## config.mk

```make
export PLATFORM = sky130hd
export DESIGN_NAME = multiplexor_n_a_1_secuencial_flat
export DESIGN_NICKNAME = d
export VERILOG_FILES = /design/src/rtl/multiplexor_n_a_1_secuencial_if.sv /design/src/rtl/multiplexor_n_a_1_secuencial.sv /design/src/flat_wrapper.sv
export SDC_FILE = /design/constraint.sdc
export NUM_CORES = 1
export LEC_CHECK = 0
export ABC_AREA = 1
export ABC_CLOCK_PERIOD_IN_PS = 2000
export CAP_MARGIN = 0
export CORE_MARGIN = 2
export CORE_UTILIZATION = 56
export DETAILED_ROUTE_END_ITERATION = 8
export DONT_BUFFER_PORTS = 1
export GPL_TIMING_DRIVEN = 0
export HOLD_SLACK_MARGIN = 0.15
export PLACE_DENSITY_LB_ADDON = 0.15
export SYNTH_ARGS = -nofsm -noshare
export SYNTH_HDL_FRONTEND = slang
export SYNTH_SLANG_ARGS = --single-unit
```

## constraint.sdc

```tcl
create_clock -name Reloj -period 2 [get_ports Reloj]
set_clock_uncertainty 0.05 [all_clocks]
set_input_delay 0.2 -clock Reloj [delete_from_list [all_inputs] [get_ports Reloj]]
set_output_delay 0.2 -clock Reloj [all_outputs]
set_load 0.01 [all_outputs]
```

## src/rtl/multiplexor_n_a_1_secuencial_if.sv

```systemverilog
// Channel bus of the sequential N-to-1 multiplexor: flattened channel data,
// selection controls and the registered selection result.
interface multiplexor_n_a_1_secuencial_if #(
    parameter int ANCHO     = 3,
    parameter int CANALES   = 4,
    parameter int ANCHO_SEL = 3
);
    logic [CANALES*ANCHO-1:0] Entradas;
    logic [ANCHO_SEL-1:0]     Selector;
    logic                     Modo;
    logic                     Habilitar;
    logic [ANCHO-1:0]         Salida;
    logic [ANCHO_SEL-1:0]     Canal;
    logic                     Valido;
    logic                     Error;

    modport master (
        output Entradas,
        output Selector,
        output Modo,
        output Habilitar,
        input  Salida,
        input  Canal,
        input  Valido,
        input  Error
    );

    modport slave (
        input  Entradas,
        input  Selector,
        input  Modo,
        input  Habilitar,
        output Salida,
        output Canal,
        output Valido,
        output Error
    );
endinterface

```

## src/rtl/multiplexor_n_a_1_secuencial.sv

```systemverilog
// Registered N-to-1 channel multiplexor with a manual selector mode and an
// automatic scan mode that dwells PERMANENCIA cycles on each channel.
module multiplexor_n_a_1_secuencial #(
    parameter int ANCHO       = 3,
    parameter int CANALES     = 4,
    parameter int ANCHO_SEL   = 3,
    parameter int PERMANENCIA = 4
) (
    input logic                          Reloj,
    input logic                          Reset,
    multiplexor_n_a_1_secuencial_if.slave bus
);

    localparam int CNT_W = (PERMANENCIA > 1) ? $clog2(PERMANENCIA) : 1;
    localparam logic [CNT_W-1:0]     ULTIMA_CUENTA = CNT_W'(PERMANENCIA - 1);
    localparam logic [ANCHO_SEL-1:0] ULTIMO_CANAL  = ANCHO_SEL'(CANALES - 1);

    typedef enum logic [0:0] {
        MANUAL  = 1'b0,
        BARRIDO = 1'b1
    } estado_t;

    // Out-of-range indices yield zero so no X can reach the data register.
    function automatic logic [ANCHO-1:0] dato_canal(
        input logic [CANALES*ANCHO-1:0] ent,
        input logic [ANCHO_SEL-1:0]     idx
    );
        logic [ANCHO-1:0] r;
        r = {ANCHO{1'b0}};
        for (int unsigned k = 0; k < CANALES; k++) begin
            r = (32'(idx) == k) ? ent[k*ANCHO +: ANCHO] : r;
        end
        return r;
    endfunction

    estado_t              estado_r, estado_s;
    logic [ANCHO-1:0]     salida_r, salida_s;
    logic [ANCHO_SEL-1:0] canal_r, canal_s;
    logic                 valido_r, valido_s;
    logic                 error_r, error_s;
    logic [CNT_W-1:0]     cuenta_r, cuenta_s;
    logic [ANCHO_SEL-1:0] sig_canal_s;
    logic                 sel_valido_s;

    // Scan successor and manual range check.
    always_comb begin
        sig_canal_s  = (canal_r == ULTIMO_CANAL) ? {ANCHO_SEL{1'b0}}
                                                 : canal_r + ANCHO_SEL'(1);
        sel_valido_s = (32'(bus.Selector) < 32'(CANALES));
    end

    // Next-state and next-output logic; everything holds unless enabled.
    always_comb begin
        estado_s = estado_r;
        salida_s = salida_r;
        canal_s  = canal_r;
        valido_s = 1'b0;
        error_s  = error_r;
        cuenta_s = cuenta_r;

        if (bus.Habilitar) begin
            if (bus.Modo) begin
                estado_s = BARRIDO;
                case (estado_r)
                    MANUAL: begin
                        canal_s  = {ANCHO_SEL{1'b0}};
                        salida_s = dato_canal(bus.Entradas, {ANCHO_SEL{1'b0}});
                        cuenta_s = {CNT_W{1'b0}};
                        error_s  = 1'b0;
                        valido_s = 1'b1;
                    end
                    BARRIDO: begin
                        if (cuenta_r == ULTIMA_CUENTA) begin
                            cuenta_s = {CNT_W{1'b0}};
                            canal_s  = sig_canal_s;
                            salida_s = dato_canal(bus.Entradas, sig_canal_s);
                            valido_s = 1'b1;
                        end else begin
                            cuenta_s = cuenta_r + CNT_W'(1);
                            salida_s = dato_canal(bus.Entradas, canal_r);
                            valido_s = 1'b0;
                        end
                    end
                    default: begin
                        estado_s = MANUAL;
                        cuenta_s = {CNT_W{1'b0}};
                    end
                endcase
            end else begin
                // Leaving the scan discards any partial dwell.
                estado_s = MANUAL;
                cuenta_s = {CNT_W{1'b0}};
                if (sel_valido_s) begin
                    canal_s  = bus.Selector;
                    salida_s = dato_canal(bus.Entradas, bus.Selector);
                    error_s  = 1'b0;
                    valido_s = 1'b1;
                end else begin
                    error_s  = 1'b1;
                    valido_s = 1'b0;
                end
            end
        end else begin
            valido_s = 1'b0;
        end
    end

    // State, dwell counter and output registers.
    always_ff @(posedge Reloj or posedge Reset) begin
        if (Reset) begin
            estado_r <= MANUAL;
            salida_r <= {ANCHO{1'b0}};
            canal_r  <= {ANCHO_SEL{1'b0}};
            valido_r <= 1'b0;
            error_r  <= 1'b0;
            cuenta_r <= {CNT_W{1'b0}};
        end else begin
            estado_r <= estado_s;
            salida_r <= salida_s;
            canal_r  <= canal_s;
            valido_r <= valido_s;
            error_r  <= error_s;
            cuenta_r <= cuenta_s;
        end
    end

    assign bus.Salida = salida_r;
    assign bus.Canal  = canal_r;
    assign bus.Valido = valido_r;
    assign bus.Error  = error_r;

endmodule

```

## src/flat_wrapper.sv

```systemverilog
// flat-port wrapper written by rule: the top's interface ports become plain ports
module multiplexor_n_a_1_secuencial_flat 
#(
    parameter int ANCHO       = 3,
    parameter int CANALES     = 4,
    parameter int ANCHO_SEL   = 3,
    parameter int PERMANENCIA = 4
)
  (Reloj, Reset, bus_Entradas, bus_Selector, bus_Modo, bus_Habilitar, bus_Salida, bus_Canal, bus_Valido, bus_Error);
  multiplexor_n_a_1_secuencial_if #(.ANCHO(ANCHO), .CANALES(CANALES), .ANCHO_SEL(ANCHO_SEL)) bus_i ();
  input logic Reloj;
  input logic Reset;
  input wire logic [$bits(bus_i.Entradas)-1:0] bus_Entradas;
  input wire logic [$bits(bus_i.Selector)-1:0] bus_Selector;
  input wire logic [$bits(bus_i.Modo)-1:0] bus_Modo;
  input wire logic [$bits(bus_i.Habilitar)-1:0] bus_Habilitar;
  output wire logic [$bits(bus_i.Salida)-1:0] bus_Salida;
  output wire logic [$bits(bus_i.Canal)-1:0] bus_Canal;
  output wire logic [$bits(bus_i.Valido)-1:0] bus_Valido;
  output wire logic [$bits(bus_i.Error)-1:0] bus_Error;
  assign bus_i.Entradas = bus_Entradas;
  assign bus_i.Selector = bus_Selector;
  assign bus_i.Modo = bus_Modo;
  assign bus_i.Habilitar = bus_Habilitar;
  assign bus_Salida = bus_i.Salida;
  assign bus_Canal = bus_i.Canal;
  assign bus_Valido = bus_i.Valido;
  assign bus_Error = bus_i.Error;
  multiplexor_n_a_1_secuencial #(.ANCHO(ANCHO), .CANALES(CANALES), .ANCHO_SEL(ANCHO_SEL), .PERMANENCIA(PERMANENCIA)) u_core (.Reloj(Reloj), .Reset(Reset), .bus(bus_i));
endmodule
```

==> results of run 1 <==
[worst register-to-register path: cells and delay by family (launching register included)]
family	cells	cell delay, ns
flip-flops	1	0.48
AND/OR/NAND/NOR	7	0.63
adder cells (fa/ha/maj)	1	0.40
buffers and inverters	1	0.09
AO/OA/AOI/OAI	1	0.13
[path summary, 6_finish.rpt]
kind	from	endpoint	slack [ns]
worst min register to register	u_core.cuenta_r[0]$_DFFE_PP0P_	u_core.cuenta_r[0]$_DFFE_PP0P_	0.44
worst max register to register	u_core.bus.Canal[0]$_DFFE_PP0P_	u_core.bus.Salida[0]$_DFFE_PP0P_	0.15
max in group asynchronous	Reset	u_core.bus.Canal[0]$_DFFE_PP0P_	1.25
min in group asynchronous	Reset	u_core.bus.Error$_DFFE_PP0P_	0.32
worst max-delay path	u_core.bus.Canal[0]$_DFFE_PP0P_	u_core.bus.Salida[0]$_DFFE_PP0P_	0.15
worst min-delay path	bus_Selector[0]	u_core.bus.Canal[0]$_DFFE_PP0P_	0.18
[cell usage in the layout (no fill, tap or decap), types with 2 or more instances in the layout]
master         count
dfrtp_2            2
a21oi_2            3
nand3_4            2
o22ai_1            7
inv_2              5
a21oi_1            6
dfrtp_1            9
nand2_1           35
nand3_1            9
o21ai_0            5
clkbuf_4           3
dlygate4sd3_1      4
o21ai_1            7
nor2_1            26
inv_1             29
ha_1               4
nor3_1             9
[report_power, final]
part           leakage (nW)  switching [mW]  total (mW)  internal, mW
sequential            0.135          0.0400       0.290         0.250
clock                0.0177          0.0852       0.159        0.0741
combinational         0.443           0.237       0.381         0.144
[metal layers]
metal  part of all wire, %  wire [µm]
met5                     0          0
met4                   1.1         28
met3                   7.6        197
met2                    48       1240
met1                    44       1140
[kinds of logic (layout without fill, tap and decap cells)]
logic type                 after synthesis  in the layout
buffers and inverters                   37             45
AOI/OAI and AO/OA                       30             30
adders and majority gates                5              5
muxes                                    1              1
and+or+nand+nor                         84             84
DFF                                     11             11
[area by class of cell]
type / count / area (µm²)
Timing Repair Buffer: 4 / 40.0
Sequential cell: 11 / 278
Multi-Input combinational cell: 120 / 641
Clock buffer: 3 / 22.5
Tap cell: 25 / 31.3
Inverter: 35 / 134
Fill cell: 186 / 588
Clock inverter: 1 / 5.00
Buffer: 2 / 25.0
[sequential cells by signal, indices dropped and copies added (netlist names)]
name	flops
u_core.bus.Error	1
u_core.bus.Valido	1
u_core.cuenta_r	2
u_core.bus.Canal	3
u_core.estado_r	1
u_core.bus.Salida	3
[repair_timing]
action,in CTS,in global routing
hold buffers,4,0
resized for setup,1,3
pin swaps,0,0
buffers inserted,0,0
endpoints found under the hold margin,16,0
endpoints found under the setup margin,2,3
==> flow_summary.json, run 1 <==
{
  "synth_mux_area_share_pct": 0.936,
  "drt-wirelength-per-cell_um": 13.0,
  "synth-simple-area-share_pct": 35.8,
  "hold_viol_final": 0,
  "synth-seq-cells": 11,
  "cts_buffers": 3,
  "hpwl_um": 2010,
  "worst_pin_slew_ns": 0.434,
  "max_cap_viol_count": 0,
  "crit_buf_inv": 1,
  "antenna_cells": 0,
  "hold-worst-slack_ns": 0.177,
  "synthXorXnorAreaFrac_pct": 0,
  "start_kind": "register",
  "cp.required_ns": 2.16,
  "syn_to_final_growth_pct": 9.94,
  "synth_async_sr_flop_share_pct": 100,
  "grt_pass1_wl_um": 4380,
  "gp_congestion": 0.865,
  "synth_top_family_by_area": "simple AND/OR/NAND/NOR gates",
  "yosys_most_used_dff": "dfrtp_1",
  "port_buffers": 0,
  "gr-usage-met2_pct": 45.1,
  "period_share_pct": 92.3,
  "drt_first_pass_iters": 4,
  "setup_violations": 0,
  "initial_core_util_pct": 60.6,
  "nNetsFinal": 201,
  "tns_ns": 0,
  "htreeDepth": 1,
  "yosysTopAreaCell": "dfrtp_1",
  "final_util_pct": 66.7,
  "die_h_um": 47.7,
  "synthAdderAreaFrac_pct": 5.85,
  "rows": 15,
  "endpoint_kind": "register",
  "finalPower_mw": 0.830,
  "crit_top_cell": "nand2_1",
  "cp_max_fo": 7,
  "rsz0062_at_grt": "no",
  "synth_fp_nets": 192,
  "max_stage_delay_ns": 0.48,
  "die_area_um2": 2280,
  "crit_family": "simple AND/OR/NAND/NOR gates",
  "fin_crit_ns": 1.85,
  "crit_path_cell_trace": "inv_4, ha_2, nand3_1, nor3_1, nor2_1, nand2_1, nand2_1, nand2_1, nand2_1, a21oi_2",
  "cts_tree": "done",
  "busiest_layer": "met2",
  "critical_path_class": "register to register",
  "antenna_found_initial": 0,
  "clock_path_buffers": 2,
  "grt_usage_pct": 27.1,
  "drive_gt1_share_pct": 13.6,
  "routed_wl_um": 2610,
  "grt_pass1_vias": 1012,
  "insertion_delay_ns": 0.27,
  "dp.cells": 193,
  "maxSlewViolCount": 0,
  "synth_top_area_share_pct": 25.7,
  "setup_ws_ns": 0.155,
  "crit_arrival_ns": 2.00,
  "vias_per_cell": 5.25,
  "synth_edf_count": 0,
  "met3_usage_pct": 7.55,
  "ys_seq_area_share_pct": 25.7,
  "slew-limit-headroom_pct": 71.0,
  "grt-ovfl-total": 0,
  "max-vdd-ir-drop_v": 0.000535,
  "coreArea_um2": 1760,
  "synthTopCellsByCount": "35 x nand2_1, 29 x inv_1, 26 x nor2_1, 11 x dfrtp_1",
  "pre_cts_ws_ns": 0.0146,
  "outcome": "completed",
  "ys_warn_count": 0,
  "syn-cell-area_um2": 1070,
  "fmax_ghz": 0.542,
  "dr_total_vias": 1056,
  "path_depth": 10,
  "whs_path_depth": 4,
  "syn_inst": 168,
  "postSynthAreaPerCell_um2": 6.37,
  "die_w_um": 47.7,
  "grt_max_degree": 12,
  "grtUsageMet1_pct": 34.8,
  "cts-root-buf": "clkbuf_4",
  "synthMostInstantiatedCell": "nand2_1",
  "clk_pin_slew_ns": 0.08,
  "rr_worst_depth": 10,
  "hp-class": "input port to register",
  "final_cell_count_no_fill": 201,
  "drtAntennaViolNets": 0,
  "drt-initial-drc-count": 51,
  "synth_area_leaders": "dfrtp_1 26%, nand2_1 12%, inv_1 10%",
  "slowest_stage": "dfrtp_2",
  "p_leak_nw": 0.596,
  "synth.distinct_cells": 22,
  "p_per_area_nw_per_um2": 706,
  "dpl_cell_area_um2": 1100,
  "drcViolationCount": 0,
  "stdcell_area_um2": 1180,
  "io_pins": 27,
  "synth_compound_area_share_pct": 17.1,
  "clock_sinks": 11
}
Power figures use the tool's default switching activity.
==> run 2, diff against run 1 <==
REMOVE_ABC_BUFFERS = 1   (was default)
SETUP_SLACK_MARGIN = 0.3   (was default)
==> flow_summary.json, run 2 (synthesized netlist as in run 1, its figures left out) <==
{
  "seqPwrFrac_pct": 33.8,
  "p_per_area_nw_per_um2": 687,
  "multiInputGateArea_um2": 679,
  "insertion_delay_ns": 0.27,
  "power_frac_comb_pct": 48.8,
  "rows": 15,
  "hold_viol_final": 0,
  "max_cap_viol_count": 0,
  "fmax_ghz": 0.595,
  "gp_congestion": 0.829,
  "antenna_found_initial": 0,
  "drcViolationCount": 0,
  "die_w_um": 47.7,
  "final_util_pct": 71.1,
  "crit_family": "flip-flops",
  "crit_path_cell_trace": "ha_2, nand2_4, buf_4, o21ai_1, inv_1, nand2_1, a21oi_1, nand2_1, nand2_1, a21oi_2",
  "syn_to_final_growth_pct": 17.2,
  "drt_first_pass_iters": 4,
  "drive_gt1_share_pct": 18.9,
  "nNetsFinal": 205,
  "grt_max_degree": 12,
  "fin_crit_ns": 1.68,
  "drt-wirelength-per-cell_um": 13.0,
  "crit_buf_inv": 2,
  "max-vdd-ir-drop_v": 0.000390,
  "max_stage_delay_ns": 0.48,
  "slowest_stage": "dfrtp_2",
  "slew-limit-headroom_pct": 72.0,
  "htreeDepth": 1,
  "clock_sinks": 11,
  "grt_pass1_vias": 1005,
  "port_buffers": 0,
  "cp_max_fo": 6,
  "drtAntennaViolNets": 0,
  "cp.required_ns": 2.11,
  "hpwl_um": 1970,
  "outcome": "completed",
  "critical_path_class": "register to register",
  "initial_core_util_pct": 60.6,
  "routed_wl_um": 2660,
  "die_area_um2": 2280,
  "hp-class": "input port to register",
  "fillers": 153,
  "cts_tree": "done",
  "period_share_pct": 84.1,
  "endpoint_kind": "register",
  "maxSlewViolCount": 0,
  "cts-root-buf": "clkbuf_4",
  "p_sw_share_pct": 42.7,
  "grt_usage_pct": 27.5,
  "p_leak_nw": 0.615,
  "rr_worst_depth": 10,
  "tns_ns": 0,
  "vias_per_cell": 5.33,
  "worst_pin_slew_ns": 0.420,
  "rsz0062_at_grt": "yes",
  "layout_commonest_cell": "nand2_1",
  "setup_ws_ns": 0.319,
  "crit_arrival_ns": 1.79,
  "grt-ovfl-total": 0,
  "r2r_slack_ns": 0.32,
  "finalPower_mw": 0.862,
  "antenna_cells": 0,
  "drt-initial-drc-count": 40,
  "crit_top_cell": "nand2_1",
  "clkPwrFrac_pct": 17.3,
  "clock_path_buffers": 2,
  "regArea_um2": 278,
  "switchingPower_mw": 0.368,
  "dr_total_vias": 1092,
  "grt_pass1_wl_um": 4310,
  "p_int_mw": 0.493,
  "whs_path_depth": 4,
  "io_pins": 27,
  "setup_violations": 0,
  "pre_cts_ws_ns": 0.0276,
  "final_cell_mix": "34 x nand2_1, 28 x inv_1, 24 x nor2_1",
  "die_h_um": 47.7,
  "coreArea_um2": 1760,
  "path_depth": 10,
  "start_kind": "register",
  "holdPathEnd": "u_core.bus.Salida[2]$_DFFE_PP0P_",
  "rr_startpoint": "u_core.bus.Canal[0]$_DFFE_PP0P_",
  "r2r-end": "u_core.bus.Salida[2]$_DFFE_PP0P_",
  "worst_hold_startpoint": "bus_Entradas[2]",
  "clk_pin_slew_ns": 0.07,
  "cts_buffers": 3
}
run 2: how the worst max path moves through the flow:
stage | startpoint | to | slack [ns]
after floorplan | u_core.bus.Canal[0]$_DFFE_PP0P_ | u_core.bus.Salida[0]$_DFFE_PP0P_ | 0.25
after global placement | u_core.bus.Canal[0]$_DFFE_PP0P_ | u_core.bus.Salida[1]$_DFFE_PP0P_ | 0.08
after detailed placement | u_core.bus.Canal[0]$_DFFE_PP0P_ | u_core.bus.Salida[2]$_DFFE_PP0P_ | 0.03
after CTS | u_core.bus.Canal[1]$_DFFE_PP0P_ | u_core.bus.Salida[1]$_DFFE_PP0P_ | 0.32
after global routing | u_core.bus.Canal[0]$_DFFE_PP0P_ | u_core.bus.Salida[1]$_DFFE_PP0P_ | 0.18
final | u_core.bus.Canal[0]$_DFFE_PP0P_ | u_core.bus.Salida[2]$_DFFE_PP0P_ | 0.32
run 2: worst register-to-register path: stages (launching register included):
cell     delay (ns)
dfrtp_2        0.48
ha_2           0.25
nand2_4        0.12
buf_4          0.16
o21ai_1        0.06
inv_1          0.05
nand2_1        0.07
a21oi_1        0.15
nand2_1        0.07
nand2_1        0.07
a21oi_2        0.05
run 2: routing by layer:
metal | track usage [%] | routed length, µm | vias to the layer above
li1 | - | - | 558
met2 | 49.6 | 1360 | 43
met4 | 3.78 | 0 | 0
met3 | 9.43 | 201 | 0
met1 | 32.0 | 1100 | 491
met5 | 0 | 0 | -
run 2: stage by stage:
stage	hold WS (ns)	cells	instance area, µm²
after global routing	0.188	205	1250
after global placement	0.0416	191	1080
after detailed placement	0.0599	191	1080
after floorplan	0.00244	166	1040
after CTS	0.184	205	1230
final	0.192	205	1250
run 2: timing repair:
item / CTS / global route
setup buffers: 4 / 0
endpoints found under the hold margin: 21 / 0
hold buffers: 6 / 0
resized for setup: 8 / 7
pin swaps: 2 / 4
endpoints found under the setup margin: 3 / 6
run 2: power by group through the flow:
stage	registers, mW	clock network [mW]	logic [mW]
floorplan	0.284	0	0.281
finish	0.292	0.149	0.421
detailed placement	0.291	0	0.339
CTS	0.291	0.155	0.392
global placement	0.290	0	0.330
global route	0.295	0.162	0.471
run 2: cell type report:
class                   instances  share of cell area [%]
multi-input cells             120                    54.2
flip-flops and latches         11                    22.2
inverters                      35                    10.9
repair buffers                 10                    8.18
well taps                      25                    2.50
clock buffers                   4                    2.10
==> run 3, diff against run 2 <==
ABC_CLOCK_PERIOD_IN_PS = 1700   (was 2000)
clock period = 1.7 ns   (was 2 ns; I/O delays follow)
==> flow_summary.json, run 3 (synthesized netlist as in run 1, its figures left out) <==
{
  "outcome": "finished with violations",
  "violations": "setup timing",
  "slew-limit-headroom_pct": 71.7,
  "max_cap_viol_count": 0,
  "htreeDepth": 1,
  "routed_wl_um": 2850,
  "clk_pin_slew_ns": 0.07,
  "grt_max_degree": 12,
  "vias_per_cell": 5.53,
  "grt_pass1_wl_um": 4500,
  "rsz0062_at_grt": "yes",
  "initial_core_util_pct": 60.6,
  "endpoint_kind": "register",
  "stdcell_area_um2": 1330,
  "antenna_cells": 0,
  "slowest_stage": "dfrtp_2",
  "crit_path_cell_trace": "inv_4, ha_4, o21ai_2, nand2_2, nor2_1, nor2_1, nand2_1, nand2_1, nand2_1, nand2_1, a21oi_2",
  "drcViolationCount": 0,
  "maxSlewViolCount": 0,
  "whs_path_depth": 4,
  "fin_crit_ns": 1.71,
  "hold_viol_final": 0,
  "r2r-end": "u_core.bus.Salida[2]$_DFFE_PP0P_",
  "drive_gt1_share_pct": 23.8,
  "period_share_pct": 101,
  "worst_pin_slew_ns": 0.425,
  "grt_usage_pct": 28.4,
  "rr_worst_depth": 11,
  "final_util_pct": 75.3,
  "gp_congestion": 0.829,
  "crit_top_cell": "nand2_1",
  "coreArea_um2": 1760,
  "fmax_ghz": 0.584,
  "critical_path_class": "register to register",
  "nNetsFinal": 206,
  "drt-wirelength-per-cell_um": 13.8,
  "drt_first_pass_iters": 4,
  "worst_hold_startpoint": "bus_Selector[0]",
  "hpwl_um": 1970,
  "layout_commonest_cell": "nand2_1",
  "p_per_area_nw_per_um2": 804,
  "syn_to_final_growth_pct": 24.2,
  "r2r_slack_ns": -0.01,
  "max-vdd-ir-drop_v": 0.000498,
  "tns_ns": -0.0115,
  "cp_max_fo": 5,
  "insertion_delay_ns": 0.27,
  "hold-worst-slack_ns": 0.159,
  "cts-root-buf": "clkbuf_4",
  "hp-class": "input port to register",
  "clock_path_buffers": 2,
  "dpl_cell_area_um2": 1080,
  "rr_startpoint": "u_core.bus.Canal[0]$_DFFE_PP0P_",
  "cp.required_ns": 1.85,
  "drt-initial-drc-count": 35,
  "clock_sinks": 11,
  "start_kind": "register",
  "max_stage_delay_ns": 0.49,
  "rows": 15,
  "setup_violations": 1,
  "p_leak_nw": 0.635,
  "die_area_um2": 2280,
  "port_buffers": 0,
  "grt_pass1_vias": 1072,
  "holdPathEnd": "u_core.bus.Canal[0]$_DFFE_PP0P_",
  "die_h_um": 47.7,
  "final_cell_mix": "34 x nand2_1, 26 x inv_1, 23 x nor2_1",
  "cts_tree": "done",
  "grt-ovfl-total": 0,
  "crit_arrival_ns": 1.86,
  "antenna_found_initial": 0,
  "setup_ws_ns": -0.0115,
  "pre_cts_ws_ns": -0.272,
  "drtAntennaViolNets": 0,
  "die_w_um": 47.7,
  "dr_total_vias": 1139,
  "fillers": 145,
  "io_pins": 27,
  "cts_buffers": 3
}
## run 3: layer usage
layer  global-route usage [%]  wire length [µm]  up-vias
li1                         -                 -      556
met1                     32.2              1130      526
met2                     51.2              1460       55
met3                     10.6               226        2
met4                     4.86                23        0
met5                        0                 0        -
## run 3: critical path: cells and delay by family, from the launching register on
family	cells	cell delay [ns]
buf+inv	1	0.11
flops	1	0.49
compound gates	2	0.27
fa+ha+maj	1	0.23
simple gates	7	0.49
## run 3: worst max-delay path by stage
stage / from / to / slack, ns / cells after the start
floorplan: u_core.bus.Canal[0]$_DFFE_PP0P_ / u_core.bus.Salida[0]$_DFFE_PP0P_ / -0.05 / 11
global route: u_core.bus.Canal[0]$_DFFE_PP0P_ / u_core.bus.Salida[1]$_DFFE_PP0P_ / -0.13 / 11
CTS: u_core.bus.Canal[0]$_DFFE_PP0P_ / u_core.bus.Salida[2]$_DFFE_PP0P_ / 0.08 / 10
global placement: u_core.bus.Canal[0]$_DFFE_PP0P_ / u_core.bus.Salida[1]$_DFFE_PP0P_ / -0.22 / 11
detailed placement: u_core.bus.Canal[0]$_DFFE_PP0P_ / u_core.bus.Salida[2]$_DFFE_PP0P_ / -0.27 / 10
finish: u_core.bus.Canal[0]$_DFFE_PP0P_ / u_core.bus.Salida[2]$_DFFE_PP0P_ / -0.01 / 11
## run 3: layout make-up
class                   instances  area, µm²  area share [%]
clock buffers                   4       26.3            1.98
inverters                      35        139            10.5
multi-input cells             120        739            55.6
flip-flops and latches         11        278            20.9
well taps                      25       31.3            2.35
repair buffers                 11        115            8.66
## run 3: through the flow
stage                     std cells  power [mW]
after CTS                       206        1.04
after global placement          191       0.730
final                           206        1.07
after global routing            206        1.14
after floorplan                 166       0.665
after detailed placement        191       0.742
## run 3: repair_timing
item	4_1_cts	5_1_grt
hold buffers	7	0
setup buffers	4	0
pin swaps	7	4
hold endpoints to repair	21	0
gates resized for setup	22	10
endpoints found under the setup margin	6	7
## run 3: power by group
| group | switching, mW | leakage, nW | total (mW) | internal, mW |
|---|---|---|---|---|
| registers | 0.0528 | 0.135 | 0.347 | 0.295 |
| clock network | 0.0849 | 0.0150 | 0.176 | 0.0909 |
| logic | 0.328 | 0.485 | 0.546 | 0.218 |
| total | 0.465 | 0.635 | 1.07 | 0.603 |
